$ cat config.mk
export PLATFORM = sky130hd
export DESIGN_NAME = joy_scan_ctrl
export DESIGN_NICKNAME = d
export VERILOG_FILES = /design/src/rtl/joy_scan_ctrl.sv
export SDC_FILE = /design/constraint.sdc
export NUM_CORES = 1
export LEC_CHECK = 0
export ABC_AREA = 1
export CORE_MARGIN = 1.5
export CORE_UTILIZATION = 45
export CTS_CLUSTER_SIZE = 12
export DETAILED_ROUTE_END_ITERATION = 6
export PLACE_DENSITY = 0.78
export SLEW_MARGIN = 20
export SYNTH_ARGS = -nofsm -noshare
export SYNTH_HDL_FRONTEND = slang
export SYNTH_SLANG_ARGS = --single-unit
export TNS_END_PERCENT = 10
$ cat constraint.sdc
create_clock -name clk -period 1.9 [get_ports clk]
set_input_delay 0.38 -clock clk [delete_from_list [all_inputs] [get_ports clk]]
set_output_delay 0.38 -clock clk [all_outputs]
set_load 0.005 [all_outputs]
$ cat src/rtl/joy_scan_ctrl.sv
// joy_scan_ctrl: scans two serial shift-register joystick pads over a shared JOY_CLK/JOY_LOAD pair.
// Optional macro JOY_DEBOUNCE_EN: an output bit only changes when two consecutive scans agree.
module joy_scan_ctrl #(
  parameter int CLK_DIV = 16,
  parameter int LEAD    = 4,
  parameter int NBITS   = 14
) (
  input  logic        clk,
  input  logic        rst_n,
  input  logic        scan_req,
  output logic        joy_clk,
  output logic        joy_load,
  input  logic        joy_data1,
  input  logic        joy_data2,
  output logic [15:0] joy1,
  output logic [15:0] joy2,
  output logic        valid,
  output logic        busy
);

  localparam int TOTAL = LEAD + NBITS;
  localparam int DW    = (CLK_DIV > 1) ? $clog2(CLK_DIV) : 1;
  localparam int BW    = $clog2(TOTAL + 1);

  typedef enum logic [2:0] {IDLE, LOAD, SHIFT_LO, SHIFT_HI, DONE} state_t;

  state_t           r_state;
  state_t           w_next;
  logic [1:0]       r_sync1;
  logic [1:0]       r_sync2;
  logic [DW-1:0]    r_div;
  logic             r_loadTick;
  logic [BW-1:0]    r_bit;
  logic             r_pending;
  logic [NBITS-1:0] r_shadow1;
  logic [NBITS-1:0] r_shadow2;
  logic [15:0]      r_joy1;
  logic [15:0]      r_joy2;
  logic             r_valid;
  logic             w_tick;
  logic             w_start;
  logic             w_lastBit;
  logic             w_sample;
  logic [15:0]      w_new1;
  logic [15:0]      w_new2;
  logic [15:0]      w_out1;
  logic [15:0]      w_out2;

  assign w_tick    = (r_div == DW'(CLK_DIV - 1));
  assign w_start   = (r_state == IDLE) && (scan_req || r_pending);
  assign w_lastBit = (r_bit == BW'(TOTAL - 1));
  assign w_sample  = (r_state == SHIFT_HI) && w_tick;

  always_ff @(posedge clk) begin
    if (!rst_n) r_state <= IDLE;
    else        r_state <= w_next;
  end

  always_comb begin
    w_next = r_state;
    case (r_state)
      IDLE:     if (w_start) w_next = LOAD;
      LOAD:     if (w_tick && r_loadTick) w_next = SHIFT_LO;
      SHIFT_LO: if (w_tick) w_next = SHIFT_HI;
      SHIFT_HI: if (w_tick) w_next = w_lastBit ? DONE : SHIFT_LO;
      DONE:     w_next = IDLE;
      default:  w_next = IDLE;
    endcase
  end

  always_comb begin
    joy_load = (r_state != LOAD);
    joy_clk  = (r_state == SHIFT_HI);
    busy     = (r_state != IDLE);
  end

  // Divider restarts on scan start so the first tick lands exactly CLK_DIV clocks later.
  always_ff @(posedge clk) begin
    if (!rst_n) begin
      r_sync1    <= 2'b11;
      r_sync2    <= 2'b11;
      r_div      <= '0;
      r_loadTick <= 1'b0;
      r_bit      <= '0;
      r_pending  <= 1'b0;
      r_shadow1  <= '1;
      r_shadow2  <= '1;
    end else begin
      r_sync1 <= {r_sync1[0], joy_data1};
      r_sync2 <= {r_sync2[0], joy_data2};
      if (w_start || w_tick) r_div <= '0;
      else                   r_div <= r_div + DW'(1);
      if (w_start)                          r_pending <= 1'b0;
      else if (scan_req && r_state != IDLE) r_pending <= 1'b1;
      if (w_start)                          r_loadTick <= 1'b0;
      else if (r_state == LOAD && w_tick)   r_loadTick <= 1'b1;
      if (w_start)       r_bit <= '0;
      else if (w_sample) r_bit <= r_bit + BW'(1);
      // Bits arrive LSB first, so a right shift leaves the first captured bit at index 0.
      if (w_sample && r_bit >= BW'(LEAD)) begin
        r_shadow1 <= {r_sync1[1], r_shadow1[NBITS-1:1]};
        r_shadow2 <= {r_sync2[1], r_shadow2[NBITS-1:1]};
      end
    end
  end

  always_comb begin
    w_new1 = '1;
    w_new2 = '1;
    w_new1[NBITS-1:0] = r_shadow1;
    w_new2[NBITS-1:0] = r_shadow2;
  end

`ifdef JOY_DEBOUNCE_EN
  logic [15:0] r_prev1;
  logic [15:0] r_prev2;

  always_ff @(posedge clk) begin
    if (!rst_n) begin
      r_prev1 <= '1;
      r_prev2 <= '1;
    end else if (r_state == DONE) begin
      r_prev1 <= w_new1;
      r_prev2 <= w_new2;
    end
  end

  // A bit only follows the new sample when it matches the previous scan's raw value.
  assign w_out1 = (w_new1 & ~(w_new1 ^ r_prev1)) | (r_joy1 & (w_new1 ^ r_prev1));
  assign w_out2 = (w_new2 & ~(w_new2 ^ r_prev2)) | (r_joy2 & (w_new2 ^ r_prev2));
`else
  assign w_out1 = w_new1;
  assign w_out2 = w_new2;
`endif

  always_ff @(posedge clk) begin
    if (!rst_n) begin
      r_joy1  <= '1;
      r_joy2  <= '1;
      r_valid <= 1'b0;
    end else begin
      r_valid <= (r_state == DONE);
      if (r_state == DONE) begin
        r_joy1 <= w_out1;
        r_joy2 <= w_out2;
      end
    end
  end

  assign joy1  = r_joy1;
  assign joy2  = r_joy2;
  assign valid = r_valid;

endmodule

==> metrics.md, run 1 <==
| Metric | Value |
|---|---|
| CP Data Arrival Time | `1.46 ns` |
| Detailed Place HPWL | `3400 um` |
| Site Rows | `28` |
| Die H | `82.6 um` |
| WS Path Type | `flop to primary output` |
| Placer Congestion | `0.787` |
| EDFF count, synth | `0` |
| Max Used Layer | `met4` |
| Pwr Density | `937 nW/um2` |
| Pre-antenna DRT Iters | `4` |
| Count of cell types in the netlist | `26` |
| ANT cells | `0` |
| Ys async rst share | `0%` |
| Area occupied by multi-input gates | `1150 um2` |
| CTS buffer count | `9` |
| IO buf count | `36` |
| Placed cells | `451` |
| Clock power share | `37.6%` |
| Sw Pwr | `0.811 mW` |
| Latest clock arrival within the worst-skew pair | `0.35 ns` |
| # setup viols final | `0` |
| Share of layout cells above drive strength 1 | `11.5%` |
| CTS tree | `done` |
| Unrepaired setup endpoints after global routing | `true` |
| Part of the power in registers | `52.1%` |
| Placement Cell Area | `3210 um2` |
| Seq cells post-synth | `75` |
| H-tree depth | `3` |
| Worst VDD drop | `0.432 mV` |
| Largest net degree at the start of global routing | `34` |
| Crit Path Max Fanout | `4` |
| Die area | `6820 um2` |
| Slew HR | `60.6%` |
| Vias | `2358` |
| FF-to-FF path depth | `6` |
| Initial Util | `47.3%` |
| Synthesized instance count | `356` |
| CTS max path bufs | `2` |
| Hold path depth | `2` |
| First-pass GRT wire length | `9460 um` |
| CTS clock-pin slew for the worst setup and hold paths | `0.07 ns` |
| Max stage delay cell, worst path | `clkdlybuf4s50_1` |
| Net Sw Frac | `25.3%` |
| Critical Path, Cell by Cell | `nand2_1 -> inv_2 -> nand2_2 -> inv_2 -> clkdlybuf4s50_1` |
| Final worst setup slack | `0.0583 ns` |
| Worst slew pin tran | `0.590 ns` |
| Fin. max-slew vios | `0` |
| Met2 wire length | `2500 um` |
| YS warnings | `0` |
| Area grow syn2layout | `20.2%` |
| Storage cell area | `1510 um2` |
| Minimum clock period after layout | `1.84 ns` |
| CP Data Required Time | `1.52 ns` |
| Final Cell Area | `3430 um2` |
| Internal Power | `2.40 mW` |
| Setup Skew | `0.00719 ns` |
| TNS Setup | `0 ns` |
| Syn avg cell area | `8.01 um2` |
| Die width | `82.6 um` |
| Max-cap violations | `0` |
| Clock sinks | `75` |
| Ys flop type | `dfxtp_1` |
| Total GRT Usage | `18.4%` |
| Initial antenna violation count | `0` |
| Sequential share of the synthesized area | `52.7%` |
| Core ar. | `6030 um2` |
| Status | `finished, final reports clean` |
| Max frequency | `543 MHz` |
| Filler Cell Count | `573` |
| Commonest non-fill, non-tap cell in the layout | `nand2_1` |
| Final non-filler cell total | `467` |
| Vias in the first global route | `2137` |
| Met3 wire length | `248 um` |
| Final ANT Viol Nets | `0` |
| Nets@finish | `396` |
| Initial DRC Count | `100` |
| Post-Place Worst Slack | `0.240 ns` |
| Final hold viol count | `0` |
| PnR Total Power | `3.21 mW` |
| Post-DR wirelength/cell | `11.7 um` |
| Remaining Overflow, GRT | `0` |
| I/O pin count | `41` |
| Startpoint types | `flop` |
| Most used cell, CP | `inv_2` |
| P_leak | `1.64 nW` |
| Slowest stage delay, CP | `0.49 ns` |
| Setup crit end kind | `primary output` |
| DR vias/cell | `5.05` |
| DRC | `0` |
| Gate power share | `10.3%` |
| Post-Syn Area | `2850 um2` |
| Root buf cell | `clkbuf_8` |
| Most frequent cells in the layout | `nand2_1 (105), nand3_1 (78), dfxtp_1 (72)` |
| Total Wirelength | `5450 um` |
| Met1 wire length | `2570 um` |
| Hold Crit Class | `input pin to flop` |
| Fin crit share | `96.9%` |
[worst paths after layout]
| check | start | end | slack [ns] |
|---|---|---|---|
| worst max-delay path | r_state[1] | joy_clk | 0.06 |
| worst min-delay path | rst_n | r_shadow1[2] | 0.41 |
| worst max register to register | r_div[0] | r_shadow2[8] | 0.25 |
| worst min register to register | r_sync2[0] | r_sync2[1] | 0.43 |
[metrics by stage]
step                hold WS [ns]  util [%]
finish                     0.411      56.9
CTS                        0.400      56.6
detailed placement         0.399      53.3
floorplan                  0.393         -
global placement           0.395      53.3
global route               0.428      56.9
[sequential cells by signal (all words and copies together) (netlist names)]
| signal | count |
|---|---|
| r_sync1 | 2 |
| r_state | 3 |
| r_div | 4 |
| r_pending | 1 |
| valid | 1 |
| r_sync2 | 2 |
| joy1 | 14 |
| r_loadTick | 1 |
| joy2 | 14 |
| r_shadow2 | 14 |
| r_bit | 5 |
| r_shadow1 | 14 |
[logic make-up (layout without fill, tap and decap cells)]
kind of cell | Yosys count | count (layout) | share of synthesized area, %
DFF | 75 | 75 | 52.7
other | 1 | 4 | 0.132
xor gates and xnor gates | 3 | 3 | 0.922
buffers and inverters | 44 | 77 | 7.33
adders and majority gates | 4 | 4 | 1.76
AOI/OAI and AO/OA | 15 | 15 | 4.04
and+or+nand+nor | 214 | 214 | 33.1
[what timing repair did]
action	in CTS	in global routing
hold buffers	0	0
pin swaps	0	1
resized for setup	3	6
buffers inserted	0	0
setup endpoints to repair	2	3
[area by class of cell]
type | instances | area share (%)
clock buffers | 11 | 4.13
clock inverters | 5 | 1.53
inverters | 20 | 2.26
multi-input cells | 240 | 33.7
flip-flops and latches | 75 | 44.1
well taps | 75 | 2.74
repair buffers | 41 | 11.5
[critical path, delay by kind of cell, from the launching register on]
kind                   cells  cell delay [ns]
buffers and inverters      3             0.61
DFF                        1             0.38
and+or+nand+nor            2             0.14
[routing by layer]
metal	vias up	global-route usage, %
li1	1201	-
met1	1092	22.9
met2	53	28.6
met3	12	4.18
met4	0	11.5
met5	-	0
[cells in the mapped netlist, types with 2 or more instances]
cell      number  area share (%)
or2_2          4            0.88
nand2_2        3            0.66
inv_1         14             1.8
ha_1           4             1.8
dfxtp_1       75              53
a21oi_1        6             1.1
nand4_1        2            0.44
o211ai_2       4             1.8
buf_6          2            0.79
nand3_1       78              14
nor2_1        17             2.2
xor2_1         2            0.61
o211ai_1       4             1.1
buf_4          4             1.1
clkbuf_1       7            0.92
buf_2         11             1.9
inv_2          6            0.79
nand2_1      105              14
[power groups by stage]
| stage | registers (mW) | logic (mW) | clock network [mW] |
|---|---|---|---|
| 2_1_floorplan | 1.69 | 0.239 | 0 |
| 3_3_place_gp | 1.70 | 0.322 | 0 |
| 3_5_place_dp | 1.70 | 0.329 | 0 |
| 4_1_cts | 1.67 | 0.330 | 1.23 |
| 5_1_grt | 1.68 | 0.384 | 1.30 |
| 6_report | 1.67 | 0.331 | 1.21 |
(Power assumes the default switching activity.)
==> run 2, diff against run 1 <==
--- a/config.mk
+++ b/config.mk
@@ -6,11 +6,13 @@
 export NUM_CORES = 1
 export LEC_CHECK = 0
 export ABC_AREA = 1
+export CELL_PAD_IN_SITES_DETAIL_PLACEMENT = 0
+export CELL_PAD_IN_SITES_GLOBAL_PLACEMENT = 1
 export CORE_MARGIN = 1.5
-export CORE_UTILIZATION = 45
+export CORE_UTILIZATION = 39
 export CTS_CLUSTER_SIZE = 12
 export DETAILED_ROUTE_END_ITERATION = 6
-export PLACE_DENSITY = 0.78
+export PLACE_DENSITY = 0.87
 export SLEW_MARGIN = 20
 export SYNTH_ARGS = -nofsm -noshare
 export SYNTH_HDL_FRONTEND = slang
==> constraint.sdc (replaced) <==
create_clock -name clk -period 1.7 [get_ports clk]
set_input_delay 0.34 -clock clk [delete_from_list [all_inputs] [get_ports clk]]
set_output_delay 0.34 -clock clk [all_outputs]
set_load 0.005 [all_outputs]
==> metrics.md, run 2 (synthesis results as in run 1) <==
| Metric | Value |
|---|---|
| CP Data Required Time | `1.36 ns` |
| Vias | `2290` |
| DR vias/cell | `4.69` |
| Filler Cell Count | `683` |
| Gate power share | `10.0%` |
| Remaining Overflow, GRT | `0` |
| WS Path Type | `flop to primary output` |
| CTS clock-pin slew for the worst setup and hold paths | `0.08 ns` |
| Critical Path, Cell by Cell | `nand2_1 -> inv_2 -> nand2_2 -> inv_2 -> dlygate4sd2_1` |
| Share of layout cells above drive strength 1 | `11.7%` |
| Max frequency | `637 MHz` |
| Hold_ws | `0.270 ns` |
| Die width | `88.5 um` |
| CTS tree | `done` |
| Detailed Place HPWL | `3440 um` |
| Latest clock arrival within the worst-skew pair | `0.34 ns` |
| TNS Setup | `0 ns` |
| Fin. max-slew vios | `0` |
| Post-DR wirelength/cell | `11.1 um` |
| Initial DRC Count | `121` |
| Commonest non-fill, non-tap cell in the layout | `nand2_1` |
| Placer Congestion | `0.808` |
| Site Rows | `30` |
| Slowest stage delay, CP | `0.40 ns` |
| Crit Path Max Fanout | `4` |
| Most used cell, CP | `inv_2` |
| Total Wirelength | `5430 um` |
| Startpoint types | `flop` |
| Max-cap violations | `0` |
| Vias in the first global route | `2046` |
| ANT cells | `0` |
| Initial Util | `41.0%` |
| Net Sw Frac | `25.0%` |
| FF-to-FF path depth | `7` |
| Worst VDD drop | `0.666 mV` |
| Total GRT Usage | `14.8%` |
| Nets@finish | `396` |
| Largest net degree at the start of global routing | `57` |
| Setup crit end kind | `primary output` |
| Sw Pwr | `0.929 mW` |
| Clock sinks | `75` |
| Area occupied by multi-input gates | `1160 um2` |
| Pwr Density | `1060 nW/um2` |
| Part of the power in registers | `50.3%` |
| Final ANT Viol Nets | `0` |
| Internal Power | `2.79 mW` |
| DRC | `0` |
| Post-Place Worst Slack | `0.207 ns` |
| I/O pin count | `41` |
| Hold Crit Class | `input pin to flop` |
| PnR Total Power | `3.72 mW` |
| Hold_buf cts | `0` |
| Core ar. | `6940 um2` |
| Storage cell area | `1510 um2` |
| CTS buffer count | `9` |
| Clock power share | `39.6%` |
| P_leak | `1.67 nW` |
| CTS max path bufs | `2` |
| # setup viols final | `0` |
| Area grow syn2layout | `22.9%` |
| WP depth | `5` |
| Met2 Use GR | `22.6%` |
| IO buf count | `36` |
| Delay-heaviest family, CP | `flip-flops` |
| Setup Skew | `0.00627 ns` |
| Die area | `7830 um2` |
| Met3 Use GR | `3.26%` |
| Root buf cell | `clkbuf_8` |
| Initial antenna violation count | `0` |
| Unrepaired setup endpoints after global routing | `false` |
| First-pass GRT wire length | `9000 um` |
| Worst Path Buf+Inv | `3` |
| Fin crit share | `92.3%` |
| Final hold viol count | `0` |
| CP Data Arrival Time | `1.23 ns` |
| Hold path depth | `3` |
| Most used routing layer in global routing | `met2` |
| Status | `finished, final reports clean` |
| Final worst setup slack | `0.131 ns` |
| H-tree depth | `3` |
| Minimum clock period after layout | `1.57 ns` |
| Post-route core utilization | `50.5%` |
| Max stage delay cell, worst path | `dfxtp_2` |
| Die H | `88.5 um` |
| Most frequent cells in the layout | `nand2_1 (105), nand3_1 (78), dfxtp_1 (72)` |
| Met1 Resource Use GR | `19.8%` |
| Pre-antenna DRT Iters | `4` |
## run 2: worst min-delay path, cell delays in order
cell,delay [ns]
buf_2,0.14
nand2_1,0.07
nor2_1,0.03
## run 2: path summary, 6_finish.rpt
path	to	slack (ns)	start
worst max register to register	r_shadow1[0]	0.22	r_div[0]
worst min register to register	r_sync2[1]	0.42	r_sync2[0]
worst max-delay path	joy_clk	0.13	r_state[1]
worst min-delay path	r_state[0]	0.27	rst_n
## run 2: timing repair
action                                  in CTS  in global routing
pin swaps                                    0                  1
gates cloned                                 0                  0
resized for setup                            6                  5
endpoints found under the setup margin       3                  2
setup buffers                                0                  0
## run 2: metrics by stage
stage	instances	instance area, um2
after global routing	488	3500
after global placement	472	3270
after CTS	488	3490
after floorplan	359	2860
after detailed placement	472	3270
final	488	3500
## run 2: layout make-up
class / count / area share, %
inverters: 20 / 2.21
repair buffers: 41 / 12.0
well taps: 96 / 3.43
clock buffers: 9 / 3.54
multi-input cells: 240 / 33.1
flip-flops and latches: 75 / 43.1
clock inverters: 7 / 2.61
## run 2: power groups by stage
stage               combinational (mW)  clock (mW)  sequential [mW]
finish                           0.373        1.48             1.87
global route                     0.438        1.59             1.88
CTS                              0.375        1.52             1.86
floorplan                        0.267           0             1.89
detailed placement               0.371           0             1.90
global placement                 0.370           0             1.89
## run 2: metal layers
| metal | vias up | wire length [um] |
|---|---|---|
| li1 | 1202 | - |
| met1 | 1031 | 2680 |
| met2 | 48 | 2440 |
| met3 | 9 | 210 |
| met4 | 0 | 97 |
| met5 | - | 0 |
